[src/rtl/lock_attempt_ctrl_if.sv]
// Attempt/lock status bundle between the code comparator
// side and the attempt-limiting controller.
interface lock_attempt_ctrl_if #(
  parameter int FAIL_W = 2
) ();
  logic              try_i;
  logic              match_i;
  logic              relock_i;
  logic              accept_o;
  logic              unlocked_o;
  logic              lockout_o;
  logic              fail_o;
  logic              alarm_o;
  logic [FAIL_W-1:0] fail_cnt_o;

  modport master (
    output try_i,
    output match_i,
    output relock_i,
    input  accept_o,
    input  unlocked_o,
    input  lockout_o,
    input  fail_o,
    input  alarm_o,
    input  fail_cnt_o
  );

  modport slave (
    input  try_i,
    input  match_i,
    input  relock_i,
    output accept_o,
    output unlocked_o,
    output lockout_o,
    output fail_o,
    output alarm_o,
    output fail_cnt_o
  );
endinterface

[src/rtl/lock_attempt_ctrl.sv]
// Attempt limiter: opens the lock for a hold window on a
// correct code, forces a timed lockout after repeated misses.
module lock_attempt_ctrl #(
  parameter int MAX_FAIL       = 3,
  parameter int FAIL_W         = 2,
  parameter int UNLOCK_CYCLES  = 256,
  parameter int LOCKOUT_CYCLES = 1024,
  parameter int TMR_W          = 16
) (
  input  logic                clk,
  input  logic                rst_n,
  lock_attempt_ctrl_if.slave  bus
);

  typedef enum logic [1:0] {
    S_IDLE = 2'd0,
    S_UNL  = 2'd1,
    S_LKO  = 2'd2
  } state_t;

  localparam logic [TMR_W-1:0] UNL_LD =
    TMR_W'(UNLOCK_CYCLES - 1);
  localparam logic [TMR_W-1:0] LKO_LD =
    TMR_W'(LOCKOUT_CYCLES - 1);
  localparam logic [FAIL_W-1:0] MAX_C =
    FAIL_W'(MAX_FAIL);

  state_t            state_q;
  logic [TMR_W-1:0]  tmr_q;
  logic [TMR_W-1:0]  tmr_d;
  logic [FAIL_W-1:0] fail_q;
  logic [FAIL_W-1:0] fail_d;
  logic              accept_q;
  logic              unl_q;
  logic              lko_q;
  logic              failp_q;
  logic              alarm_q;

  // Candidate next values: timer step and the count after a miss.
  assign tmr_d  = tmr_q - TMR_W'(1);
  assign fail_d = fail_q + FAIL_W'(1);

  // Single FSM with all outputs registered alongside the state.
  always_ff @(posedge clk or negedge rst_n) begin
    if (!rst_n) begin
      state_q  <= S_IDLE;
      tmr_q    <= '0;
      fail_q   <= '0;
      accept_q <= 1'b1;
      unl_q    <= 1'b0;
      lko_q    <= 1'b0;
      failp_q  <= 1'b0;
      alarm_q  <= 1'b0;
    end else begin
      failp_q <= 1'b0;
      alarm_q <= 1'b0;
      unique case (state_q)
        S_IDLE: begin
          if (bus.try_i) begin
            if (bus.match_i) begin
              state_q  <= S_UNL;
              tmr_q    <= UNL_LD;
              fail_q   <= '0;
              unl_q    <= 1'b1;
              accept_q <= 1'b0;
            end else begin
              failp_q <= 1'b1;
              fail_q  <= fail_d;
              if (fail_d == MAX_C) begin
                state_q  <= S_LKO;
                tmr_q    <= LKO_LD;
                lko_q    <= 1'b1;
                alarm_q  <= 1'b1;
                accept_q <= 1'b0;
              end
            end
          end
        end
        S_UNL: begin
          if (bus.relock_i || tmr_q == '0) begin
            state_q  <= S_IDLE;
            unl_q    <= 1'b0;
            accept_q <= 1'b1;
          end else begin
            tmr_q <= tmr_d;
          end
        end
        S_LKO: begin
          if (tmr_q == '0) begin
            state_q  <= S_IDLE;
            fail_q   <= '0;
            lko_q    <= 1'b0;
            accept_q <= 1'b1;
          end else begin
            tmr_q <= tmr_d;
          end
        end
        default: begin
          state_q  <= S_IDLE;
          tmr_q    <= '0;
          fail_q   <= '0;
          unl_q    <= 1'b0;
          lko_q    <= 1'b0;
          accept_q <= 1'b1;
        end
      endcase
    end
  end

  assign bus.accept_o   = accept_q;
  assign bus.unlocked_o = unl_q;
  assign bus.lockout_o  = lko_q;
  assign bus.fail_o     = failp_q;
  assign bus.alarm_o    = alarm_q;
  assign bus.fail_cnt_o = fail_q;

endmodule

[src/flat_wrapper.sv]
// flat-port wrapper written by rule: the top's interface ports become plain ports
module lock_attempt_ctrl_flat 
#(
  parameter int MAX_FAIL       = 3,
  parameter int FAIL_W         = 2,
  parameter int UNLOCK_CYCLES  = 256,
  parameter int LOCKOUT_CYCLES = 1024,
  parameter int TMR_W          = 16
)
  (clk, rst_n, bus_try_i, bus_match_i, bus_relock_i, bus_accept_o, bus_unlocked_o, bus_lockout_o, bus_fail_o, bus_alarm_o, bus_fail_cnt_o);
  lock_attempt_ctrl_if #(.FAIL_W(FAIL_W)) bus_i ();
  input  logic clk;
  input  logic rst_n;
  input wire logic [$bits(bus_i.try_i)-1:0] bus_try_i;
  input wire logic [$bits(bus_i.match_i)-1:0] bus_match_i;
  input wire logic [$bits(bus_i.relock_i)-1:0] bus_relock_i;
  output wire logic [$bits(bus_i.accept_o)-1:0] bus_accept_o;
  output wire logic [$bits(bus_i.unlocked_o)-1:0] bus_unlocked_o;
  output wire logic [$bits(bus_i.lockout_o)-1:0] bus_lockout_o;
  output wire logic [$bits(bus_i.fail_o)-1:0] bus_fail_o;
  output wire logic [$bits(bus_i.alarm_o)-1:0] bus_alarm_o;
  output wire logic [$bits(bus_i.fail_cnt_o)-1:0] bus_fail_cnt_o;
  assign bus_i.try_i = bus_try_i;
  assign bus_i.match_i = bus_match_i;
  assign bus_i.relock_i = bus_relock_i;
  assign bus_accept_o = bus_i.accept_o;
  assign bus_unlocked_o = bus_i.unlocked_o;
  assign bus_lockout_o = bus_i.lockout_o;
  assign bus_fail_o = bus_i.fail_o;
  assign bus_alarm_o = bus_i.alarm_o;
  assign bus_fail_cnt_o = bus_i.fail_cnt_o;
  lock_attempt_ctrl #(.MAX_FAIL(MAX_FAIL), .FAIL_W(FAIL_W), .UNLOCK_CYCLES(UNLOCK_CYCLES), .LOCKOUT_CYCLES(LOCKOUT_CYCLES), .TMR_W(TMR_W)) u_core (.clk(clk), .rst_n(rst_n), .bus(bus_i));
endmodule
[config.mk]
export PLATFORM = sky130hd
export DESIGN_NAME = lock_attempt_ctrl_flat
export DESIGN_NICKNAME = d
export VERILOG_FILES = /design/src/rtl/lock_attempt_ctrl_if.sv /design/src/rtl/lock_attempt_ctrl.sv /design/src/flat_wrapper.sv
export SDC_FILE = /design/constraint.sdc
export NUM_CORES = 1
export LEC_CHECK = 0
export CAP_MARGIN = 25
export CORE_AREA = 4 4 87 57
export CTS_CLUSTER_SIZE = 30
export DETAILED_ROUTE_END_ITERATION = 8
export DIE_AREA = 0 0 91 61
export HOLD_SLACK_MARGIN = 0.08
export PLACE_DENSITY_LB_ADDON = 0.12
export REMOVE_ABC_BUFFERS = 1
export SKIP_CTS_REPAIR_TIMING = 1
export SYNTH_ARGS = -nofsm -noshare
export SYNTH_HDL_FRONTEND = slang
export SYNTH_SLANG_ARGS = --single-unit
[constraint.sdc]
create_clock -name clk -period 2 [get_ports clk]
set_input_delay 0.6 -clock clk [delete_from_list [all_inputs] [get_ports clk]]
set_output_delay 0.6 -clock clk [all_outputs]
set_load 0.01 [all_outputs]
==> summary.txt, run 1 <==
Placement
  • HPWL after DPL: between 2000 and 3000 um
  • Placed cell areas: 1737 um^2
  • Placed cell count: ~240
  • PortBufs: 11
  • GPL Wtd Cong: approximately 0.78

Detailed routing
  • Initial DRC Count: 46
  • First-pass iteration count of the detailed router: 4
  • Vias: approximately 1,300
  • Routed WL: between 3000 and 4000 um
  • Post-DRT Antenna Nets: 0
  • Drt via density: around 5.3
  • DR WL met2: 1380 um
  • Routed WL per cell: 14.42 um
  • DRC: 0
  • Routed length on met3: around 100 um
  • Max layer used: met4
  • Metal-1 WL: slightly below 2000 um

Setup path
  • CP max-delay cell: clkdlybuf4s50_1
  • Crit-path cells: clkdlybuf4s50_1
  • CP arrival: around 1.3 ns
  • WP buf/inv: 1
  • Crit end category: output port
  • CP startpoint kind: flip-flop
  • CP peak stage delay: ~0.54 ns
  • Max FO, Critical Path: 2
  • Crit path required time: ~1.4 ns
  • WS Path Type: flip-flop to output port
  • Top delay family on crit path: buffers and inverters

Global routing
  • GRT Util Overall: 14.07%
  • Remaining Overflow, GRT: 0
  • Initial antenna violation count: 0
  • Largest net degree at the start of global routing: 26
  • Number of global-route vias before repair: ~1,200
  • First-pass GRT wire length: 6196 um

Layout
  • Share of layout cells above drive strength 1: approximately 16%
  • Finished Cell Area: between 1500 and 2000 um^2
  • Synth-to-Final Area Change: 21.71%
  • Non-filler cells, final: 240
  • Fill count: 391
  • Final core occ: between 40% and 50%
  • Fin nets: about 200
  • Diodes inserted: 0

Yosys
  • Sequential area share after synthesis: a little over two fifths
  • Syn Area/Cell: between 8 and 9 um^2
  • Synth Instances: roughly 170
  • Post-synthesis xor/xnor area fraction: 0%
  • EDFF count, synth: 0
  • Mapped cell area: approximately 1500 um^2
  • Main flop type after synthesis: dfrtp_1
  • Unique masters post-synth: 36
  • Post-synthesis compound-gate area fraction: 26.52%
  • Largest family of logic cells by synthesized area: compound AO/OA/AOI/OAI gates
  • Mux contribution to synthesized area: 0%
  • Post-Synth Adder-Cell Area: approximately 5%
  • Simple-gate area share of the yosys netlist: about a fifth
  • Async set-reset flop share out of synthesis: 100.0%
  • Yosys warns: 0
  • #FFs+latches synth: 25

Die
  • Area of the core: slightly above 4000 um^2
  • Ports: 12
  • Cell row count: 18
  • Die area: ~5600 um^2
  • Die Y-Extent: between 60 and 70 um
  • Die W: 91 um
  • Initial Utilization: a little over a third

CTS
  • Clk sinks: 25
  • Max H-tree Level: 1
  • Worst skew pair latency: between 0.2 and 0.3 ns
  • Maximum clock insertion buffer count: 2
  • TritonCTS Buffers: 3
  • Clock-pin slew on the worst setup and hold paths: 0.09 ns
  • CTS root buffer: clkbuf_8
  • CTS tree: done

Pwr
  • Maximum vdd ir drop: around 650 uV
  • Pwr Density: ~1500 nW/um^2
  • Pleak: between 0.7 and 0.8 nW

Timing
  • Tmin final: between 1.5 and 2 ns
  • Setup Skew: 0.003668 ns
  • Max Clk Rate: about 520 MHz
  • Slew margin rel.: between 70% and 80%
  • Final period util: a little over nine tenths
  • Worst-Margin Slew: about 0.42 ns
  • Setup violators final: 0
  • Final Hold Fails: 0
  • Hold Slack: approximately 0.49 ns
  • Slew Limit Fails: 0

Status
  • Run status: complete, no violations

Hold path
  • Tightest Hold Check Type: flip-flop to flip-flop

Run
  • Maxcap violations: 0
cell usage after synthesis, types with 2 or more instances:
| cell | count | area [um^2] |
|---|---|---|
| nor2_1 | 11 | 41.29 |
| buf_1 | 2 | 7.510 |
| ha_1 | 6 | 75.07 |
| o21ai_1 | 8 | 40.04 |
| nor2b_1 | 3 | 18.77 |
| nand2b_1 | 2 | 12.51 |
| buf_6 | 2 | 22.52 |
| o21bai_1 | 2 | 15.01 |
| a31oi_1 | 7 | 43.79 |
| o21ai_0 | 21 | 105.1 |
| o31ai_1 | 5 | 37.54 |
| a32o_1 | 2 | 20.02 |
| a21oi_1 | 13 | 65.06 |
| inv_1 | 11 | 41.29 |
| nand2_1 | 13 | 48.80 |
| nor4_2 | 2 | 25.02 |
| nor3_1 | 5 | 25.02 |
| nor3b_1 | 3 | 22.52 |
| dfrtp_1 | 24 | 600.6 |
| clkbuf_1 | 4 | 15.01 |
| and4_1 | 2 | 17.52 |
| and2_1 | 4 | 25.02 |
report_power, final:
part	switching, W	internal [W]	leakage (nW)
clock network	0.000159	0.000139	0.0255
registers	0.000180	0.000687	0.319
logic	0.000855	0.000680	0.435
layout by cell type (no fill, tap or decap), types with 2 or more instances in the layout:
| cell type | count |
|---|---|
| clkbuf_8 | 3 |
| nand2_1 | 13 |
| o21bai_1 | 2 |
| a21oi_1 | 13 |
| buf_4 | 16 |
| nor4_4 | 2 |
| nor3_1 | 5 |
| a31oi_1 | 7 |
| clkdlybuf4s50_1 | 11 |
| ha_1 | 6 |
| o21ai_1 | 10 |
| nor2b_1 | 2 |
| dfrtp_1 | 24 |
| and4_1 | 2 |
| nor3b_1 | 3 |
| and2_1 | 4 |
| nand2b_1 | 2 |
| o21ai_0 | 19 |
| inv_1 | 11 |
| o31ai_1 | 4 |
| a32o_1 | 2 |
| nor2_1 | 11 |
final timing paths:
path	startpoint	end	slack [ns]	cells past startpoint
worst max-delay path	u_core.bus.accept_o	bus_accept_o	0.07	1
worst min-delay path	u_core.bus.accept_o	u_core.bus.accept_o	0.49	2
worst max register to register	u_core.tmr_q[9]	u_core.tmr_q[15]	0.15	5
worst min register to register	u_core.bus.accept_o	u_core.bus.accept_o	0.49	2
max in group asynchronous	rst_n	u_core.bus.accept_o	1.03	2
min in group asynchronous	rst_n	u_core.state_q[0]	0.68	2
through the flow:
| stage | setup TNS (ns) | setup WS [ns] | power (W) |
|---|---|---|---|
| 2_1_floorplan | 0 | 0.1584 | 0.001773 |
| 3_3_place_gp | -2.237 | -0.1929 | 0.002342 |
| 3_5_place_dp | -2.340 | -0.2192 | 0.002373 |
| 4_1_cts | 0 | 0.04025 | 0.002691 |
| 5_1_grt | -0.004561 | -0.004561 | 0.002969 |
| 6_report | 0 | 0.06679 | 0.002701 |
cell families (layout without fill, tap and decap cells):
group | Yosys count | in the layout
AOI/OAI and AO/OA | 65 | 65
adders and majority gates | 6 | 6
buffers and inverters | 19 | 43
DFF | 25 | 25
and+or+nand+nor | 51 | 51
flip-flops by register name, summed over array words and instances (netlist names):
register and flops:
u_core.bus.fail_o 1, u_core.bus.unlocked_o 1, u_core.state_q 2, u_core.bus.fail_cnt_o 2, u_core.tmr_q 16, u_core.bus.lockout_o 1, u_core.bus.accept_o 1, u_core.bus.alarm_o 1
area by class of cell:
type | instances | area, um^2 | share of cell area (%)
Clock inverter | 1 | 5.005 | 0.2776
Sequential cell | 25 | 626.9 | 34.77
Multi-Input combinational cell | 122 | 784.5 | 43.51
Timing Repair Buffer | 28 | 241.5 | 13.39
Inverter | 11 | 41.29 | 2.290
Clock buffer | 3 | 41.29 | 2.290
Tap cell | 50 | 62.56 | 3.470
routing by layer:
metal / global-route usage (%) / vias to the layer above
met2: 20.50 / 17
li1: - / 647
met5: 0 / -
met4: 2.146 / 0
met1: 21.34 / 602
met3: 3.594 / 2
Power figures use the tool's default switching activity.
==> run 2: changes to the inputs <==
--- a/config.mk
+++ b/config.mk
@@ -11,6 +11,7 @@
 export DETAILED_ROUTE_END_ITERATION = 8
 export DIE_AREA = 0 0 91 61
 export HOLD_SLACK_MARGIN = 0.08
+export MAX_ROUTING_LAYER = met4
 export PLACE_DENSITY_LB_ADDON = 0.12
 export REMOVE_ABC_BUFFERS = 1
 export SKIP_CTS_REPAIR_TIMING = 1
==> results of run 2 <==
Final layout, timing and power as in run 1 (identical DEF).
Among the figures that moved: final weighted congestion in routability-driven placement 0.7787 -> 0.7894; overall routing resource usage 14.07% -> 14.54%
==> run 3: changes to the inputs <==
--- a/config.mk
+++ b/config.mk
@@ -15,6 +15,7 @@
 export PLACE_DENSITY_LB_ADDON = 0.12
 export REMOVE_ABC_BUFFERS = 1
 export SKIP_CTS_REPAIR_TIMING = 1
+export SLEW_MARGIN = 15
 export SYNTH_ARGS = -nofsm -noshare
 export SYNTH_HDL_FRONTEND = slang
 export SYNTH_SLANG_ARGS = --single-unit
==> results of run 3 <==
Final layout, timing and power as in run 1 (identical DEF).
Among the figures that moved: final weighted congestion in routability-driven placement 0.7787 -> 0.7894; overall routing resource usage 14.07% -> 14.54%
